$ cat config.mk
export PLATFORM = sky130hd
export DESIGN_NAME = inst_decoder
export DESIGN_NICKNAME = d
export VERILOG_FILES = /design/src/rtl/inst_decoder.sv
export SDC_FILE = /design/constraint.sdc
export NUM_CORES = 1
export LEC_CHECK = 0
export BUFFER_PORTS_ARGS = -buffer_cell sky130_fd_sc_hd__buf_2
export CAP_MARGIN = 0
export CORE_MARGIN = 2
export CORE_UTILIZATION = 45
export CTS_CLUSTER_SIZE = 20
export DETAILED_ROUTE_END_ITERATION = 8
export MAX_ROUTING_LAYER = met4
export PLACE_DENSITY = 0.81
export SYNTH_ARGS = -nofsm -noshare
export SYNTH_HDL_FRONTEND = slang
export SYNTH_SLANG_ARGS = --single-unit
$ cat constraint.sdc
create_clock -name clk -period 2.8 [get_ports clk]
set_input_delay 0.42 -clock clk [delete_from_list [all_inputs] [get_ports clk]]
set_output_delay 0.42 -clock clk [all_outputs]
set_load 0.1 [all_outputs]
$ cat src/rtl/inst_decoder.sv
// Instruction decoder: registers every decoded field of the instruction word
// with one cycle of latency. It also tracks the datapath phase and the PSUM
// accumulation count, generates the ReLU capture pulse, and keeps sticky
// error flags.
module inst_decoder #(
  parameter int unsigned len_kij = 9,
  parameter int unsigned inst_bw = 35
) (
  input  logic               clk,
  input  logic               reset,
  input  logic [inst_bw-1:0] inst,
  input  logic               ofifo_valid,
  output logic               load_o,
  output logic               execute_o,
  output logic               l0_wr_o,
  output logic               l0_rd_o,
  output logic               ififo_wr_o,
  output logic               ififo_rd_o,
  output logic               ofifo_rd_o,
  output logic               acc_o,
  output logic               bypass_o,
  output logic               xmem_cen_o,
  output logic               xmem_wen_o,
  output logic               pmem_cen_o,
  output logic               pmem_wen_o,
  output logic [10:0]        xmem_addr_o,
  output logic [10:0]        pmem_addr_o,
  output logic [2:0]         phase_o,
  output logic [3:0]         acc_cnt_o,
  output logic               relu_o,
  output logic [3:0]         err_o
);

  localparam int unsigned ADDR_W = 11;
  localparam int unsigned CNT_W  = 4;
  localparam int unsigned ERR_W  = 4;
  localparam logic [CNT_W-1:0] CNT_MAX = CNT_W'(15);
  localparam logic [CNT_W-1:0] CNT_LEN = CNT_W'(len_kij);

  typedef enum logic [2:0] {
    IDLE   = 3'd0,
    XWR    = 3'd1,
    L0FILL = 3'd2,
    LOAD   = 3'd3,
    EXEC   = 3'd4,
    DRAIN  = 3'd5,
    ACCUM  = 3'd6
  } phase_e;

  // Instruction fields
  logic              f_bypass, f_acc, f_cen_p, f_wen_p;
  logic              f_cen_x, f_wen_x;
  logic [ADDR_W-1:0] f_addr_p, f_addr_x;
  logic              f_ofifo_rd, f_ififo_wr, f_ififo_rd;
  logic              f_l0_rd, f_l0_wr, f_execute, f_load;

  assign f_bypass   = inst[34];
  assign f_acc      = inst[33];
  assign f_cen_p    = inst[32];
  assign f_wen_p    = inst[31];
  assign f_addr_p   = inst[30:20];
  assign f_cen_x    = inst[19];
  assign f_wen_x    = inst[18];
  assign f_addr_x   = inst[17:7];
  assign f_ofifo_rd = inst[6];
  assign f_ififo_wr = inst[5];
  assign f_ififo_rd = inst[4];
  assign f_l0_rd    = inst[3];
  assign f_l0_wr    = inst[2];
  assign f_execute  = inst[1];
  assign f_load     = inst[0];

  // State and output registers
  logic              load_q, execute_q, l0_wr_q, l0_rd_q;
  logic              ififo_wr_q, ififo_rd_q, ofifo_rd_q, acc_q, bypass_q;
  logic              xmem_cen_q, xmem_wen_q, pmem_cen_q, pmem_wen_q;
  logic [ADDR_W-1:0] xmem_addr_q, pmem_addr_q;
  phase_e            phase_q;
  logic              hold_q;
  logic [CNT_W-1:0]  acc_cnt_q;
  logic              relu_q;
  logic [ERR_W-1:0]  err_q;

  logic              load_d, execute_d, l0_wr_d, l0_rd_d;
  logic              ififo_wr_d, ififo_rd_d, ofifo_rd_d, acc_d, bypass_d;
  logic              xmem_cen_d, xmem_wen_d, pmem_cen_d, pmem_wen_d;
  logic [ADDR_W-1:0] xmem_addr_d, pmem_addr_d;
  phase_e            phase_d;
  logic              hold_d;
  logic [CNT_W-1:0]  acc_cnt_d;
  logic              relu_d;
  logic [ERR_W-1:0]  err_d;

  logic pmem_wr_req, wr_acc_conflict, pmem_wr, pmem_rd, xmem_wr;
  logic acc_inc, acc_fall;

  // Decode, phase selection, accumulation tracking and error capture
  always_comb begin
    load_d      = f_load;
    execute_d   = f_execute;
    l0_wr_d     = f_l0_wr;
    l0_rd_d     = f_l0_rd;
    ififo_wr_d  = f_ififo_wr;
    ififo_rd_d  = f_ififo_rd;
    ofifo_rd_d  = f_ofifo_rd & ofifo_valid;
    acc_d       = f_acc;
    bypass_d    = f_bypass;
    xmem_cen_d  = f_cen_x;
    xmem_wen_d  = f_wen_x;
    xmem_addr_d = f_addr_x;
    pmem_cen_d  = f_cen_p;
    pmem_wen_d  = f_wen_p;
    pmem_addr_d = f_addr_p;
    phase_d     = IDLE;
    hold_d      = 1'b0;
    acc_cnt_d   = acc_cnt_q;
    relu_d      = 1'b0;
    err_d       = err_q;

    pmem_wr_req     = ~f_cen_p & ~f_wen_p;
    wr_acc_conflict = pmem_wr_req & f_acc & ~f_bypass;
    pmem_wr         = pmem_wr_req & ~wr_acc_conflict;
    pmem_rd         = ~f_cen_p & f_wen_p;
    xmem_wr         = ~f_cen_x & ~f_wen_x;
    acc_inc         = f_acc & pmem_rd;
    acc_fall        = acc_q & ~f_acc;

    // A write during accumulation would corrupt PSUMs: suppress the access
    if (wr_acc_conflict) begin
      pmem_cen_d = 1'b1;
      pmem_wen_d = 1'b1;
    end

    // Phase priority; one strobe-less gap keeps the current phase
    if (f_execute) begin
      phase_d = EXEC;
    end else if (f_load) begin
      phase_d = LOAD;
    end else if (f_l0_wr) begin
      phase_d = L0FILL;
    end else if (xmem_wr) begin
      phase_d = XWR;
    end else if (f_ofifo_rd || pmem_wr) begin
      phase_d = DRAIN;
    end else if (f_acc) begin
      phase_d = ACCUM;
    end else if (!hold_q) begin
      phase_d = phase_q;
      hold_d  = 1'b1;
    end

    // End of an accumulation window clears the count and requests capture
    if (acc_fall) begin
      acc_cnt_d = '0;
      relu_d    = 1'b1;
    end else if (acc_inc && (acc_cnt_q != CNT_MAX)) begin
      acc_cnt_d = acc_cnt_q + CNT_W'(1);
    end

    err_d = err_q | {acc_inc & (acc_cnt_q == CNT_LEN),
                     f_ofifo_rd & ~ofifo_valid,
                     f_l0_wr & f_l0_rd,
                     f_load & f_execute};
  end

  // Register all decoded outputs and state
  always_ff @(posedge clk or posedge reset) begin
    if (reset) begin
      load_q      <= 1'b0;
      execute_q   <= 1'b0;
      l0_wr_q     <= 1'b0;
      l0_rd_q     <= 1'b0;
      ififo_wr_q  <= 1'b0;
      ififo_rd_q  <= 1'b0;
      ofifo_rd_q  <= 1'b0;
      acc_q       <= 1'b0;
      bypass_q    <= 1'b0;
      xmem_cen_q  <= 1'b1;
      xmem_wen_q  <= 1'b1;
      pmem_cen_q  <= 1'b1;
      pmem_wen_q  <= 1'b1;
      xmem_addr_q <= '0;
      pmem_addr_q <= '0;
      phase_q     <= IDLE;
      hold_q      <= 1'b0;
      acc_cnt_q   <= '0;
      relu_q      <= 1'b0;
      err_q       <= '0;
    end else begin
      load_q      <= load_d;
      execute_q   <= execute_d;
      l0_wr_q     <= l0_wr_d;
      l0_rd_q     <= l0_rd_d;
      ififo_wr_q  <= ififo_wr_d;
      ififo_rd_q  <= ififo_rd_d;
      ofifo_rd_q  <= ofifo_rd_d;
      acc_q       <= acc_d;
      bypass_q    <= bypass_d;
      xmem_cen_q  <= xmem_cen_d;
      xmem_wen_q  <= xmem_wen_d;
      pmem_cen_q  <= pmem_cen_d;
      pmem_wen_q  <= pmem_wen_d;
      xmem_addr_q <= xmem_addr_d;
      pmem_addr_q <= pmem_addr_d;
      phase_q     <= phase_d;
      hold_q      <= hold_d;
      acc_cnt_q   <= acc_cnt_d;
      relu_q      <= relu_d;
      err_q       <= err_d;
    end
  end

  assign load_o      = load_q;
  assign execute_o   = execute_q;
  assign l0_wr_o     = l0_wr_q;
  assign l0_rd_o     = l0_rd_q;
  assign ififo_wr_o  = ififo_wr_q;
  assign ififo_rd_o  = ififo_rd_q;
  assign ofifo_rd_o  = ofifo_rd_q;
  assign acc_o       = acc_q;
  assign bypass_o    = bypass_q;
  assign xmem_cen_o  = xmem_cen_q;
  assign xmem_wen_o  = xmem_wen_q;
  assign pmem_cen_o  = pmem_cen_q;
  assign pmem_wen_o  = pmem_wen_q;
  assign xmem_addr_o = xmem_addr_q;
  assign pmem_addr_o = pmem_addr_q;
  assign phase_o     = phase_q;
  assign acc_cnt_o   = acc_cnt_q;
  assign relu_o      = relu_q;
  assign err_o       = err_q;

endmodule

**Word-level counts from Yosys, hierarchy flattened**

Cells that the tools add are included.
Widths: inputs -> output; s select.

- Register bits after elaboration: 48
- Output and inout port bits: 47
- Logic and storage cells: 68

- Add/subtract/negate cells: 1
- Equality and inequality tests: 2
- Muxes and demuxes: 19
- Bitwise logic cells: 22
- Reduce and logical (&&, ||, !) cells: 4

Operators with widths:

| cell | count |
|---|---|
| $mux 3 | 7 |
| $and 1x1->1 | 13 |
| $mux 1 | 10 |
| $mux 4 | 2 |
| $not 1->1 | 8 |
| $reduce_bool 7->1 | 1 |
| $add 4x1->4 const B | 1 |
| $eq 4x4->1 const B | 1 |
| $ne 4x4->1 const B | 1 |
| $or 4x4->4 | 1 |
| $reduce_bool 2->1 | 1 |
| $logic_and 1x1->1 | 1 |
| $logic_or 1x1->1 | 1 |

**Logic depth before layout (Yosys ltp)**

Gate-level depths: netlist (run 1).

- Word-level depth: 12
- Mapped depth: 4
- Gate-level depth less buffers: 4

**Worst setup path after synthesis (run 1)**

No wires, ideal clock.

- Path kind: register -> register
- Start: reg acc_cnt_q[0], in the netlist acc_cnt_o[0]
- End: reg acc_cnt_q[3], in the netlist acc_cnt_o[3]
- Setup time: 0.172 ns
- Arrival time: 1.703 ns
- Data required time: 2.628 ns
- Setup slack: 0.925 ns
- Stages on the path, launching flop included: 5
- Buffers on the path: 0
- Cell sequence: dfrtp_1 ha_1 a31oi_4 nand4_1 mux2i_1

- Cells in the longest elaborated chain, start to end: 3
- Elaborated cells on any way between the ends: 6
- Those cells by class: add/sub (1); eq/ne (1); mux (2); reduce/logical (2)

RTL lines:

| element | RTL line | text |
|---|---|---|
| start: declaration | 80 | `logic [CNT_W-1:0] acc_cnt_q;` |
| start signal: assignment | 207 | `acc_cnt_q <= acc_cnt_d;` |
| $add 4x1->4 / $ne 4x4->1 (equally long branches) | 157, 156 |  |
| $mux 4 / $logic_and 1x1->1 (equally long branches) | 156 | `end else if (acc_inc && (acc_cnt_q != CNT_MAX)) begin` |
| $mux 4 / $reduce_bool 2->1 (equally long branches) | -- |  |

Several ways; a longest one is shown, not always the timed one. The select of a mux whose other input is x is not followed.
A chain may end at the register's enable or synchronous reset.

**Final worst setup path (run 1)**

- Start: reg acc_cnt_q[2], in the netlist acc_cnt_o[2]
- End: out acc_cnt_o[2]

RTL lines:

| element | RTL line | text |
|---|---|---|
| end: declaration | 29 | `output logic [3:0] acc_cnt_o,` |

No word-level cell between the ends.

==> results of run 1 <==
final cells by class:
cell class / instances / area, sq um / area share
sequential: 48 / 1206 / 0.5793
clock inverter: 3 / 46.29 / 0.02224
clock buffer: 5 / 37.54 / 0.01803
multi-input combinational: 39 / 291.5 / 0.1400
timing repair buffer: 84 / 420.4 / 0.2019
tap: 46 / 57.56 / 0.02764
inverter: 6 / 22.52 / 0.01082
cells in the final DEF (no fill, tap or decap), types with 2 or more instances in the layout:
master	count
nor3_1	3
nand2_1	4
ha_1	2
clkbuf_4	5
buf_2	84
nor2_1	5
a21o_1	3
inv_1	5
dfrtp_1	44
dfstp_2	4
mux2i_1	2
stage by stage:
stage | cell area, sq um | hold WS [ps] | utilization | std cells | setup slack [ps]
final | 2082 | 156.0 | 0.6339 | 231 | 1026
after global routing | 2082 | 104.1 | 0.6339 | 231 | 936.6
after CTS | 2082 | 141.5 | 0.6339 | 231 | 1026
after detailed placement | 1998 | 448.3 | 0.6084 | 223 | 1125
after global placement | 1998 | 436.3 | 0.6084 | 223 | 1209
after floorplan | 1520 | 424.5 | - | 93 | 924.8
logic make-up (layout without fill, tap and decap cells):
family,after synthesis,after routing,share of synthesized area
and+or+nand+nor,21,21,0.07573
muxes,3,3,0.02304
adders and majority gates,2,2,0.01646
xor gates and xnor gates,1,1,0.005762
DFF,48,48,0.7934
AOI/OAI and AO/OA,12,12,0.07078
buffers and inverters,6,98,0.01481
report_power, final:
group	leakage [nW]	switching, W	internal [W]
sequential	0.556	0.0000173	0.000730
combinational	0.472	0.000324	0.0000590
clock	0.0418	0.000222	0.000191
total	1.07	0.000563	0.000980
worst paths after layout:
check                      slack [ps]             end          from  cells after the start
max                              1030    acc_cnt_o[2]  acc_cnt_o[2]                      1
min                               160  xmem_addr_o[8]      inst[15]                      1
max reg2reg                      1420    acc_cnt_o[1]  acc_cnt_o[0]                      4
min reg2reg                       480        err_o[2]      err_o[2]                      1
max in group asynchronous        1970      phase_o[0]         reset                      2
min in group asynchronous         260  pmem_addr_o[8]         reset                      2
layer usage:
metal	global-route usage	wire [um]	up-vias
met5	-	0	-
met4	0.09444	72	0
met3	0.07971	218	10
met2	0.3179	1776	56
met1	0.2043	1280	522
li1	-	-	492
registers in the layout, summed over array words and instances, names as in the netlist:
register     flops
pmem_addr_o     11
xmem_addr_o     11
acc_cnt_o        4
err_o            4
phase_o          3
acc_o            1
bypass_o         1
execute_o        1
hold_q           1
ififo_rd_o       1
ififo_wr_o       1
l0_rd_o          1
l0_wr_o          1
load_o           1
ofifo_rd_o       1
pmem_cen_o       1
pmem_wen_o       1
relu_o           1
xmem_cen_o       1
xmem_wen_o       1
==> results.toml, run 1 <==
[floorplan]
ioPinCount = 85
coreArea_sq_um = 3284
num_rows = 21
floorplan.initialDensity = 0.4629
dieArea_sq_um = 3859
die_w_um = 62.12
die_h_um = 62.12

[routing]
drc = 0
antenna_left = 0
via_per_inst = 4.675
first_iter_violations = 78
dr.pass1.iters = 4
wirelength_um = 3347
post_drt_wl_per_cell_um = 14.49
vias = 1080

[grt]
grt_max_degree = 49
grt_overflow = 0
antenna_found_initial = 0
grt_usage = 0.1942
grt_pass1_vias = 1141
grt_pass1_wl_um = 5506

[setup_path]
worstPathArrival_ps = 1350
slowest_stage = "dfrtp_1"
worst-path-buf-inv = 1
slowest_delay_ps = 510
path_max_fanout = 6
crit_path_end_kind = "output pin"
path_delay_family = "flip-flops"
worstSetupStartpointType = "register"
cp.required_ps = 2380
critical_path.cell_chain = "buf_2"
path_class = "reg -> out"

[final_layout]
n_fill_cell = 254
drive_gt1_frac = 0.5568
final_nets = 224
diodes = 0
syn_to_final_growth_pct = 36.95

[pwr]
total_power_w = 0.001543
leakage_nw = 1.070
cellPowerDensity_nw_per_um2 = 741.1
peakVddDrop_uv = 314.4

[cts]
h-tree-depth = 2
ctsRootBufferMaster = "clkbuf_4"
clock_latency_ps = 350
hold_buffers = 0
cts_sinks = 48
tritoncts = "done"
cts_max_path_buffers = 2
cts-buffers-inserted = 5
cts_setup_buffers = 0
cts_resized = 0
clkTransAtPathRegs_ps = 140

[logic_synthesis]
yosysWarnings = 0
yosysMostFrequentCell = "dfrtp_1"
ys_ff_latch = 48
synth_nets = 133
ys_types = 29
synthTopCellsByArea = "dfrtp_1 (72%), dfstp_2 (6.9%), ha_1 (1.6%)"
syn_avg_cell_area_sq_um = 16.35
synthDominantCellAreaShare = 0.7243
seq_area_frac_synth = 0.7934
netlist_instances = 93
synth_area_sq_um = 1520
synth_edf_count = 0
async_flop_share = 1.000
yosys.area.top_type = "dfrtp_1"
synthTopCellsByCount = "dfrtp_1 (44), inv_1 (6), nor2_1 (5)"
ys.flop_type = "dfrtp_1"

[timing]
fin_setup_tns_ps = 0
finalClockSkew_ps = 3.800
min_period_ps = 1774
slew_headroom = 0.3709
grt_setup_unrepaired = "no"
period_share = 0.6336
slew_violations = 0
worst_pin_slew_ps = 942.3
hold_viol = 0
max_freq_mhz = 563.6
setup_viol = 0

[job]
cap_viol_max_count = 0

[place]
hpwl_um = 2499
numPortBuffers = 84
globalplace.congestion = 0.8279

[hold_path]
worstHoldPathType = "in -> reg"

[outcome]
status = "finished, final reports clean"
No activity file was read; power rests on OpenSTA's default activity.
==> inputs of run 2 (changes only) <==
- CORE_UTILIZATION: 45 -> 38
- PLACE_DENSITY: 0.81 -> 0.73
- clock period: 2.8 -> 1.6 ns (I/O delays scaled with it)
==> run 2 against run 1 <==
Power grew 83%. Final cell count grew 1.7%. Critical path depth is the same. Worst hold slack lost 110 ps. Critical endpoint is now xmem_wen_o.
==> results.toml, run 2 (synthesis gave the netlist of run 1 again) <==
[setup_path]
cp.required_ps = 1360
critical_path.cell_chain = "buf_2"
slowest_stage = "dfstp_2"
path_class = "reg -> out"
path_max_fanout = 1
worstPathArrival_ps = 1240
r2r_start = "acc_cnt_o[0]"
path_delay_family = "flip-flops"
slowest_delay_ps = 520
crit_path_end_kind = "output pin"
worstSetupStartpointType = "register"
crit_path_start = "xmem_wen_o"
worst-path-buf-inv = 1

[timing]
slew_violations = 0
hold_viol = 0
finalClockSkew_ps = 2.713
slew_headroom = 0.6688
worst_pin_slew_ps = 500.2
grt_setup_unrepaired = "no"
fin_setup_tns_ps = 0
setup_viol = 0
min_period_ps = 1480
period_share = 0.9252
max_freq_mhz = 675.5

[routing]
dr.pass1.iters = 4
via_per_inst = 4.617
first_iter_violations = 32
vias = 1085
drc = 0
post_drt_wl_per_cell_um = 14.25
antenna_left = 0
wirelength_um = 3349

[floorplan]
ioPinCount = 85
dieArea_sq_um = 4523
coreArea_sq_um = 3744
num_rows = 22
die_w_um = 67.25
die_h_um = 67.25
floorplan.initialDensity = 0.4061

[cts]
cts_max_path_buffers = 2
h-tree-depth = 2
ctsRootBufferMaster = "clkbuf_8"
cts_sinks = 48
cts_setup_buffers = 0
cts-buffers-inserted = 5
cts_resized = 0
hold_buffers = 1
clkTransAtPathRegs_ps = 80
tritoncts = "done"
clock_latency_ps = 300

[grt]
grt_pass1_wl_um = 5043
grt.met1_usage = 0.1764
top_usage_layer = "met2"
grt_max_degree = 30
antenna_found_initial = 0
grt_overflow = 0
grt_util_met2 = 0.2797
grt_pass1_vias = 1134
met3_usage = 0.04500
grt_usage = 0.1614

[final_layout]
final_nets = 226
drive_gt1_frac = 0.5668
syn_to_final_growth_pct = 40.91
final_common_cell = "buf_2"
diodes = 0
final_cell_mix = "buf_2 (84), dfrtp_1 (41), inv_1 (5), nor2_1 (5), clkbuf_8 (5)"

[pwr]
total_power_w = 0.002817
peakVddDrop_uv = 895.4
leakage_nw = 1.092
cellPowerDensity_nw_per_um2 = 1315

[job]
cap_viol_max_count = 0

[place]
globalplace.congestion = 0.7436
numPortBuffers = 84
hpwl_um = 2603

[hold_path]
min_from = "inst[20]"
worstHoldPathType = "in -> reg"

[outcome]
status = "finished, final reports clean"
==> run 2: per-layer routing <==
layer | part of all wire | routed length, um | vias to the layer above
met5 | 0 | 0 | -
met4 | 0.013 | 45 | 0
met3 | 0.058 | 194 | 7
met2 | 0.55 | 1848 | 46
met1 | 0.38 | 1261 | 537
li1 | - | - | 495
==> run 2: layout make-up <==
class,instances,area [sq um]
Clock inverter,2,35.03
Timing Repair Buffer,86,450.4
Clock buffer,6,72.57
Sequential cell,48,1210
Multi-Input combinational cell,39,291.5
Fill cell,320,1602
Tap cell,48,60.06
Inverter,6,22.52
==> run 2: worst paths after layout <==
kind	depth (start not counted)	slack (ps)	endpoint
min in group asynchronous	3	480	pmem_addr_o[5]
max in group asynchronous	4	550	xmem_cen_o
worst min-delay path	1	40	pmem_addr_o[0]
worst min register to register	1	470	err_o[0]
worst max-delay path	1	120	xmem_wen_o
worst max register to register	4	260	acc_cnt_o[3]
==> run 2: metrics by stage <==
stage / instances / instance area, sq um / util / setup WS, ps / hold slack (ps)
floorplan: 93 / 1524 / - / 0.1471 / 244.5
global placement: 226 / 2024 / 0.5408 / 200.2 / 252.0
detailed placement: 226 / 2024 / 0.5408 / 110.9 / 266.1
CTS: 235 / 2142 / 0.5722 / 102.4 / 33.53
global route: 235 / 2142 / 0.5722 / 96.71 / 26.37
finish: 235 / 2142 / 0.5722 / 119.7 / 41.99
==> run 2: power by group <==
part           internal [W]  total [W]  switching (W)
clock              0.000463   0.000834       0.000371
combinational      0.000109   0.000676       0.000567
sequential          0.00128    0.00131      0.0000280
==> inputs of run 3 (changes only) <==
- ABC_AREA: not set -> 1
- CORE_UTILIZATION: 38 -> 39
- PLACE_DENSITY: 0.73 -> 0.74
==> run 3 against run 2 <==
Sequential power about the same. Clock-buffer cell count decreased by 1. Synthesized area increased by 3.7%. Flip-flop and latch count unchanged. Via count increased by 3.5%. Worst hold slack got worse by 5.0 ps.
==> results.toml, run 3 <==
[grt]
grt_overflow = 0
grt_pass1_vias = 1094
antenna_found_initial = 0
grt_max_degree = 32
grt_usage = 0.1549
grt_pass1_wl_um = 4940

[timing]
fin_setup_tns_ps = 0
max_freq_mhz = 677.8
grt_setup_unrepaired = "no"
worst_slack_ps = 124.6
finalClockSkew_ps = 8.484
slew_headroom = 0.6695
whs_ps = 36.95
hold_viol = 0
worst_pin_slew_ps = 499.2
period_share = 0.9221
setup_viol = 0
min_period_ps = 1475
slew_violations = 0

[place]
hpwl_um = 2358
dpl_cell_area_sq_um = 2085
numPortBuffers = 84
dp_slack_ps = 347.8
globalplace.congestion = 0.8351

[pwr]
cellPowerDensity_nw_per_um2 = 1376
peakVddDrop_uv = 786.3
leakage_nw = 1.185
total_power_w = 0.003072

[logic_synthesis]
synthDominantCellAreaShare = 0.6984
netlist_instances = 118
synthTopCellsByCount = "dfrtp_1 (44), nand2_1 (21), inv_1 (13)"
ys_ff_latch = 48
yosysMostFrequentCell = "dfrtp_1"
syn_avg_cell_area_sq_um = 13.36
yosysWarnings = 0
synth_edf_count = 0
synth_area_sq_um = 1577
synth_nets = 158
synthTopCellsByArea = "dfrtp_1 (70%), dfstp_2 (6.7%), nand2_1 (5.0%)"
async_flop_share = 1.000
ys.flop_type = "dfrtp_1"
seq_area_frac_synth = 0.7651
yosys.area.top_type = "dfrtp_1"
ys_types = 21

[setup_path]
worstSetupStartpointType = "register"
worst-path-buf-inv = 1
slowest_stage = "dfstp_2"
worstPathArrival_ps = 1240
path_max_fanout = 1
path_delay_family = "flip-flops"
crit_path_end_kind = "output pin"
critical_path.cell_chain = "buf_2"
slowest_delay_ps = 520
path_class = "reg -> out"
cp.required_ps = 1360

[floorplan]
floorplan.initialDensity = 0.3999
die_h_um = 67.58
coreArea_sq_um = 3943
num_rows = 23
dieArea_sq_um = 4567
ioPinCount = 85
die_w_um = 67.58

[cts]
tritoncts = "done"
clkTransAtPathRegs_ps = 90
cts-buffers-inserted = 5
cts_max_path_buffers = 2
cts_resized = 0
cts_sinks = 48
h-tree-depth = 2
ctsRootBufferMaster = "clkbuf_8"
clock_latency_ps = 300

[routing]
post_drt_wl_per_cell_um = 11.51
drc = 0
wirelength_um = 3015
antenna_left = 0
via_per_inst = 4.286
vias = 1123
dr.pass1.iters = 4
first_iter_violations = 28

[final_layout]
final_common_cell = "buf_2"
drive_gt1_frac = 0.5330
diodes = 0
final_cell_mix = "buf_2 (84), dfrtp_1 (40), nand2_1 (21)"
post-route-cell-area_sq_um = 2232
final_nets = 251
syn_to_final_growth_pct = 41.59
n_fill_cell = 339

[hold_path]
worstHoldPathType = "in -> reg"

[outcome]
status = "finished, final reports clean"

[job]
cap_viol_max_count = 0
run 3: cell count changes after synthesis, moves of 2 or more:
cell / before / now
inv_1: 6 / 13
inv_2: 0 / 2
o21ai_1: 0 / 4
nand2_1: 4 / 21
mux2i_1: 2 / 0
nor2_4: 0 / 3
a21oi_1: 1 / 3
nor2_1: 5 / 2
nand3_1: 0 / 5
nand3_2: 0 / 2
run 3: worst reg2reg max path, stage by stage (launching register included):
cell	delay [ps]
dfrtp_2	450
ha_1	210
nand2_1	120
nor2_4	50
nor2_4	130
nor2_2	70
nand2_1	50
o21ai_1	60
run 3: what timing repair did:
item	4_1_cts	5_1_grt
buffers inserted	0	0
endpoints found under the hold margin	17	0
hold buffers	1	0
run 3: logic make-up after synthesis:
logic type      after synthesis  share of synthesized area
flops                        48                     0.7651
simple gates                 42                     0.1421
buf+inv                      15                    0.03572
compound gates               11                    0.04126
fa+ha+maj                     2                    0.01587
run 3: layout make-up:
cell class / count / area [sq um] / area share
clock buffer: 5 / 68.82 / 0.03083
clock inverter: 3 / 68.82 / 0.03083
multi-input combinational: 55 / 314.1 / 0.1407
timing repair buffer: 86 / 450.4 / 0.2018
tap: 50 / 62.56 / 0.02803
inverter: 15 / 56.30 / 0.02522
sequential: 48 / 1211 / 0.5426
run 3: power by group:
part	switching, W	leakage, nW	internal (W)
logic	0.000613	0.561	0.000114
registers	0.0000339	0.555	0.00128
clock network	0.000398	0.0687	0.000628
total	0.00104	1.18	0.00203
run 3: path summary, 6_finish.rpt:
check / from / to / slack, ps / depth (start not counted)
worst max-delay path: pmem_cen_o / pmem_cen_o / 120 / 1
worst min-delay path: inst[5] / ififo_wr_o / 40 / 1
worst max register to register: acc_cnt_o[0] / acc_cnt_o[2] / 340 / 7
worst min register to register: err_o[3] / err_o[3] / 460 / 1
max in group asynchronous: reset / pmem_wen_o / 580 / 4
min in group asynchronous: reset / pmem_addr_o[4] / 460 / 3
run 3: per-layer routing:
layer / global-route usage / vias up / routed length (um) / share of wire
met4: 0.05357 / 0 / 34 / 0.011
met5: - / - / 0 / 0
met3: 0.06167 / 6 / 252 / 0.084
met1: 0.1744 / 511 / 1212 / 0.40
met2: 0.2500 / 49 / 1517 / 0.50
li1: - / 557 / - / -
run 3: stage by stage:
step           utilization  std cells
2_1_floorplan            -        118
3_3_place_gp        0.5287        253
3_5_place_dp        0.5287        253
4_1_cts             0.5662        262
5_1_grt             0.5662        262
6_report            0.5662        262
